### src/rtl/alu_seq_pkg.sv
// Shared types for the ALU sequencer: ALU op/shift codes, FSM states and the ALU key helper.
package alu_seq_pkg;

  typedef enum logic [2:0] {
    OP_PASS_A = 3'b000,
    OP_ADD    = 3'b001,
    OP_SUB    = 3'b010,
    OP_AND    = 3'b011,
    OP_OR     = 3'b100,
    OP_INC    = 3'b101,
    OP_DEC    = 3'b110,
    OP_PASS_B = 3'b111
  } alu_op_e;

  typedef enum logic [1:0] {
    SH_NONE = 2'b00,
    SH_L1   = 2'b01,
    SH_R1   = 2'b10,
    SH_ZERO = 2'b11
  } alu_shift_e;

  typedef enum logic [1:0] {
    S_IDLE = 2'b00,
    S_EXEC = 2'b01,
    S_RESP = 2'b10
  } seq_state_e;

  localparam int unsigned KEY_W = 5;

  function automatic logic [KEY_W-1:0] mk_key(input alu_op_e op, input alu_shift_e sh);
    return {op, sh};
  endfunction

endpackage

### src/rtl/alu_seq_fsm.sv
// Sequencer control: IDLE/EXEC/RESP state register, remaining-step counter and handshake decode.
module alu_seq_fsm
  import alu_seq_pkg::*;
#(
  parameter int unsigned CNT_W = 4
) (
  input  logic             clk,
  input  logic             rst_n,
  input  logic             cmd_valid,
  input  logic [CNT_W-1:0] cmd_cnt,
  input  logic             rsp_ready,
  output logic             cmd_ready,
  output logic             busy,
  output logic             rsp_valid,
  output logic             exec_en,
  output logic             accept,
  output logic             load_rsp
);

  seq_state_e       state_q, state_d;
  logic [CNT_W-1:0] rem_q, rem_d;

  always_ff @(posedge clk or negedge rst_n) begin
    if (!rst_n) begin
      state_q <= S_IDLE;
      rem_q   <= '0;
    end else begin
      state_q <= state_d;
      rem_q   <= rem_d;
    end
  end

  // load_rsp marks the edge on which the final accumulator value is captured for the response
  always_comb begin
    state_d  = state_q;
    rem_d    = rem_q;
    accept   = 1'b0;
    load_rsp = 1'b0;
    case (state_q)
      S_IDLE: begin
        if (cmd_valid) begin
          accept = 1'b1;
          rem_d  = cmd_cnt;
          if (cmd_cnt == '0) begin
            state_d  = S_RESP;
            load_rsp = 1'b1;
          end else begin
            state_d = S_EXEC;
          end
        end
      end
      S_EXEC: begin
        rem_d = rem_q - 1'b1;
        if (rem_q == CNT_W'(1)) begin
          state_d  = S_RESP;
          load_rsp = 1'b1;
        end
      end
      S_RESP: begin
        if (rsp_ready) state_d = S_IDLE;
      end
      default: state_d = S_IDLE;
    endcase
  end

  assign cmd_ready = (state_q == S_IDLE);
  assign busy      = (state_q != S_IDLE);
  assign rsp_valid = (state_q == S_RESP);
  assign exec_en   = (state_q == S_EXEC);

endmodule

### src/rtl/alu_seq_ctrl.sv
// Accumulator-based sequencer driving an external combinational ALU for cnt steps per command.
// Optional ALU_SEQ_FLAGS_EN adds registered rsp_zero/rsp_neg response flags.
module alu_seq_ctrl
  import alu_seq_pkg::*;
#(
  parameter int unsigned WIDTH = 32,
  parameter int unsigned CNT_W = 4
) (
  input  logic             clk,
  input  logic             rst_n,
  input  logic             cmd_valid,
  output logic             cmd_ready,
  input  logic [2:0]       cmd_op,
  input  logic [1:0]       cmd_shift,
  input  logic [WIDTH-1:0] cmd_b,
  input  logic [CNT_W-1:0] cmd_cnt,
  input  logic             cmd_clr,
  output logic [WIDTH-1:0] alu_a,
  output logic [WIDTH-1:0] alu_b,
  output logic [KEY_W-1:0] alu_key,
  input  logic [WIDTH-1:0] alu_y,
  output logic             rsp_valid,
  input  logic             rsp_ready,
  output logic [WIDTH-1:0] rsp_data,
  output logic             busy
`ifdef ALU_SEQ_FLAGS_EN
  ,
  output logic             rsp_zero,
  output logic             rsp_neg
`endif
);

  logic             exec_en, accept, load_rsp;
  logic [WIDTH-1:0] acc_q, acc_d, b_q;
  alu_op_e          op_q;
  alu_shift_e       sh_q;

  alu_seq_fsm #(
    .CNT_W(CNT_W)
  ) u_fsm (
    .clk      (clk),
    .rst_n    (rst_n),
    .cmd_valid(cmd_valid),
    .cmd_cnt  (cmd_cnt),
    .rsp_ready(rsp_ready),
    .cmd_ready(cmd_ready),
    .busy     (busy),
    .rsp_valid(rsp_valid),
    .exec_en  (exec_en),
    .accept   (accept),
    .load_rsp (load_rsp)
  );

  // acc_d is what the accumulator becomes on this edge; the response capture uses it so
  // rsp_data already holds the final value in the first RESP cycle
  always_comb begin
    acc_d = acc_q;
    if (accept && cmd_clr) acc_d = '0;
    else if (exec_en)      acc_d = alu_y;
  end

  always_ff @(posedge clk or negedge rst_n) begin
    if (!rst_n) begin
      acc_q    <= '0;
      b_q      <= '0;
      op_q     <= OP_PASS_A;
      sh_q     <= SH_NONE;
      rsp_data <= '0;
    end else begin
      acc_q <= acc_d;
      if (accept) begin
        b_q  <= cmd_b;
        op_q <= alu_op_e'(cmd_op);
        sh_q <= alu_shift_e'(cmd_shift);
      end
      if (load_rsp) rsp_data <= acc_d;
    end
  end

`ifdef ALU_SEQ_FLAGS_EN
  always_ff @(posedge clk or negedge rst_n) begin
    if (!rst_n) begin
      rsp_zero <= 1'b0;
      rsp_neg  <= 1'b0;
    end else if (load_rsp) begin
      rsp_zero <= (acc_d == '0);
      rsp_neg  <= acc_d[WIDTH-1];
    end
  end
`endif

  assign alu_a   = acc_q;
  assign alu_b   = b_q;
  assign alu_key = exec_en ? mk_key(op_q, sh_q) : '0;

endmodule
### config.mk
export PLATFORM = sky130hd
export DESIGN_NAME = alu_seq_ctrl
export DESIGN_NICKNAME = d
export VERILOG_FILES = /design/src/rtl/alu_seq_pkg.sv /design/src/rtl/alu_seq_fsm.sv /design/src/rtl/alu_seq_ctrl.sv
export SDC_FILE = /design/constraint.sdc
export NUM_CORES = 1
export LEC_CHECK = 0
export CAP_MARGIN = 10
export CELL_PAD_IN_SITES_DETAIL_PLACEMENT = 1
export CELL_PAD_IN_SITES_GLOBAL_PLACEMENT = 1
export CORE_MARGIN = 5
export CORE_UTILIZATION = 34
export DETAILED_ROUTE_END_ITERATION = 6
export GPL_TIMING_DRIVEN = 0
export PLACE_DENSITY_LB_ADDON = 0.1
export SLEW_MARGIN = 10
export SYNTH_ARGS = -nofsm -noshare
export SYNTH_HDL_FRONTEND = slang
export SYNTH_HIERARCHICAL = 1
export SYNTH_SLANG_ARGS = --single-unit
### constraint.sdc
create_clock -name clk -period 2.2 [get_ports clk]
set_input_delay 0.44 -clock clk [delete_from_list [all_inputs] [get_ports clk]]
set_output_delay 0.44 -clock clk [all_outputs]
set_load 0.02 [all_outputs]
==> qor.csv, run 1 <==
metric;value;unit
ys_warn_count;6;
antenna_found_initial;0;
worstPathMaxFanout;10;
ant_nets;0;
crit_arrival;1.64;ns
fillerInstances;1390;
finalNetCount;625;
grt_pass1_vias;3798;
worst_pin_slew;0.395;ns
synthAdderAreaFrac;0.534;%
final_cell_mix;clkdlybuf4s50_1, dfrtp_1, inv_1;
grt_first_pass_wirelength;20800;µm
clk_latency;0.35;ns
synth.largest_area_cell;dfrtp_1;
start_kind;flip-flop;
synth_compound_area_share;9.29;%
syn_area;4690;µm²
synth_area_per_cell;13.5;µm²
htreeDepth;3;
overflow;0;
rsz0062_at_grt;false;
fin_cells;726;
cts_sinks;107;
vias;3353;
antenna_cells;0;
drive_above_1_share;22.7;%
drt_wl_total;13200;µm
layout_commonest_cell;clkdlybuf4s50_1;
numPortBuffers;180;
route.detailed.drc;0;
fin_ws;0.123;ns
min_period_over_period;94.4;%
coreArea;13400;µm²
power_density;1610;nW/µm²
leakage;3.15;nW
skew;0.00730;ns
synthSimpleGateAreaFrac;6.52;%
dp_hpwl;9660;µm
dieWidth;127;µm
cp_data_required_time;1.76;ns
grt_use_total;16.4;%
gp_congestion;0.745;
synth_mux_area_share;19.0;%
reg2regPathDepth;7;
run_status;complete, no violations;
vdd_drop_max;0.000743;V
crit_path_end_kind;primary output;
ff2ff_setup_slack;0.13;ns
synth_xor_area_share;0;%
setup_viol;0;
rr_startpoint;u_fsm/state_q[1];
syn_nets;426;
clock_path_buffers;2;
cts_buffers;9;
r2r_end;alu_b[2];
grt_max_degree;70;
io_pins;182;
max_freq;0.481;GHz
preCtsSetupSlack;-0.423;ns
yosysTopAreaCellShare;57.1;%
cts_root_buf;clkbuf_16;
wl_per_cell;18.2;µm
holdCritStartpoint;sh_q[1];
slew_viol_final;0;
syn2layout_area_growth;51.5;%
holdPathEnd;sh_q[1];
path_clk_slew;0.07;ns
yosysSeqAreaShare;57.1;%
finalHoldViolCount;0;
rows;42;
holdWs;0.502;ns
post-route-min-period;2.08;ns
synth_area_leaders;dfrtp_1, mux2_4, o22ai_2;
cts_tree;done;
maxSlewHeadroom;73.7;%
dp.cells;703;
initial_core_util;35.0;%
synth-seq-cells;107;
synth_cells;346;
synth.distinct_cells;38;
synth_top_family_by_area;multiplexers;
criticalPathCategory;reg -> out;
first_pass_iters;4;
dieHeight;127;µm
initialDrtViolationCount;92;
hold_class;reg -> reg;
drv_cap;0;
whs_path_depth;1;
die_area;16200;µm²
viasPerCell;4.62;
synthesized netlist by cell type:
library cell  instances
or4b_1                1
a2bb2oi_1             1
a22oi_1               1
o21ai_0               3
o21bai_1              1
nor3b_1               3
o311ai_1              1
o31a_1                1
buf_12                2
or3b_2                1
ha_1                  2
inv_1                37
buf_8                 4
a21bo_4               1
nor3_1                1
mux2i_2              11
o22ai_1              12
nor2_1               32
buf_6                 5
dfrtp_1             107
nor2b_1               5
nand3_1               1
nor4_1                1
o211ai_1              1
and2_1                7
mux2_2                7
nand2_1               4
o22ai_2              20
buf_4                 1
clkbuf_1              1
mux2_4               30
nand3b_1              1
nand4bb_1             1
buf_2                 9
nand2b_1              2
a21oi_1               6
mux2i_1              21
or2_2                 1
cell families after synthesis:
group                    Yosys count
AO/OA/AOI/OAI                     48
adder cells (fa/ha/maj)            2
buffers and inverters             59
flip-flops                       107
multiplexers                      69
AND/OR/NAND/NOR                   61
routing by layer:
| layer | track usage (%) | up-vias | share of wire (%) |
|---|---|---|---|
| li1 | - | 1562 | - |
| met1 | 20.3 | 1666 | 42 |
| met2 | 26.9 | 112 | 49 |
| met3 | 6.43 | 13 | 8.3 |
| met4 | 4.35 | 0 | 1.2 |
| met5 | 0 | - | 0 |
area by class of cell:
class,instances,area [µm²],share of cell area (%)
Multi-Input combinational cell,180,1670,23.5
Clock buffer,12,246,3.47
Buffer,22,223,3.14
Inverter,37,139,1.96
Timing Repair Buffer,188,1870,26.4
Tap cell,176,220,3.10
Sequential cell,107,2680,37.7
Clock inverter,4,50.0,0.705
state kept, by name, indices dropped and copies added (netlist names):
register	flops
alu_b	32
u_fsm/state_q	2
rsp_data	32
alu_a	32
op_q	3
sh_q	2
u_fsm/rem_q	4
power breakdown:
group          total, mW  internal, mW  switching (mW)
sequential          3.48          2.92           0.561
combinational       6.33          3.30            3.03
clock               1.63         0.913           0.718
through the flow:
stage               power [mW]  util (%)  cell area, µm²  TNS (ns)
global placement          9.67      50.1            6710   -388.53
floorplan                 7.10         -            4690         0
detailed placement        9.83      50.3            6740    -10.81
CTS                       11.6      52.8            7080         0
finish                    11.4      53.0            7100         0
global route              12.1      53.0            7100         0
worst max-delay path by stage:
stage | endpoint | start | cells after the start | slack, ns
detailed placement | rsp_data[20] | cmd_cnt[2] | 7 | -0.42
global placement | alu_b[18] | rst_n | 1 | -3.55
finish | alu_key[1] | u_fsm/state_q[0] | 5 | 0.12
floorplan | alu_b[10] | u_fsm/state_q[1] | 7 | 0.18
CTS | alu_key[3] | u_fsm/state_q[0] | 5 | 0.004
global route | alu_key[2] | u_fsm/state_q[1] | 5 | 0.03
what timing repair did:
item	CTS	global route
gates resized for setup	23	5
buffers inserted	2	4
hold buffers	1	0
hold endpoints to repair	15	0
endpoints found under the setup margin	18	36
worst max-delay path: stages, from the launching register on:
cell and delay (ns):
dfrtp_2 0.42, nor2b_4 0.19, buf_12 0.13, buf_8 0.15, and2_1 0.13, clkdlybuf4s15_2 0.27
(Power assumes the default switching activity.)
==> inputs of run 2 (changes only) <==
Settings changed: ABC_CLOCK_PERIOD_IN_PS set to 2200.
==> results of run 2 <==
The final DEF is identical to that of run 1; final timing and power are the same.
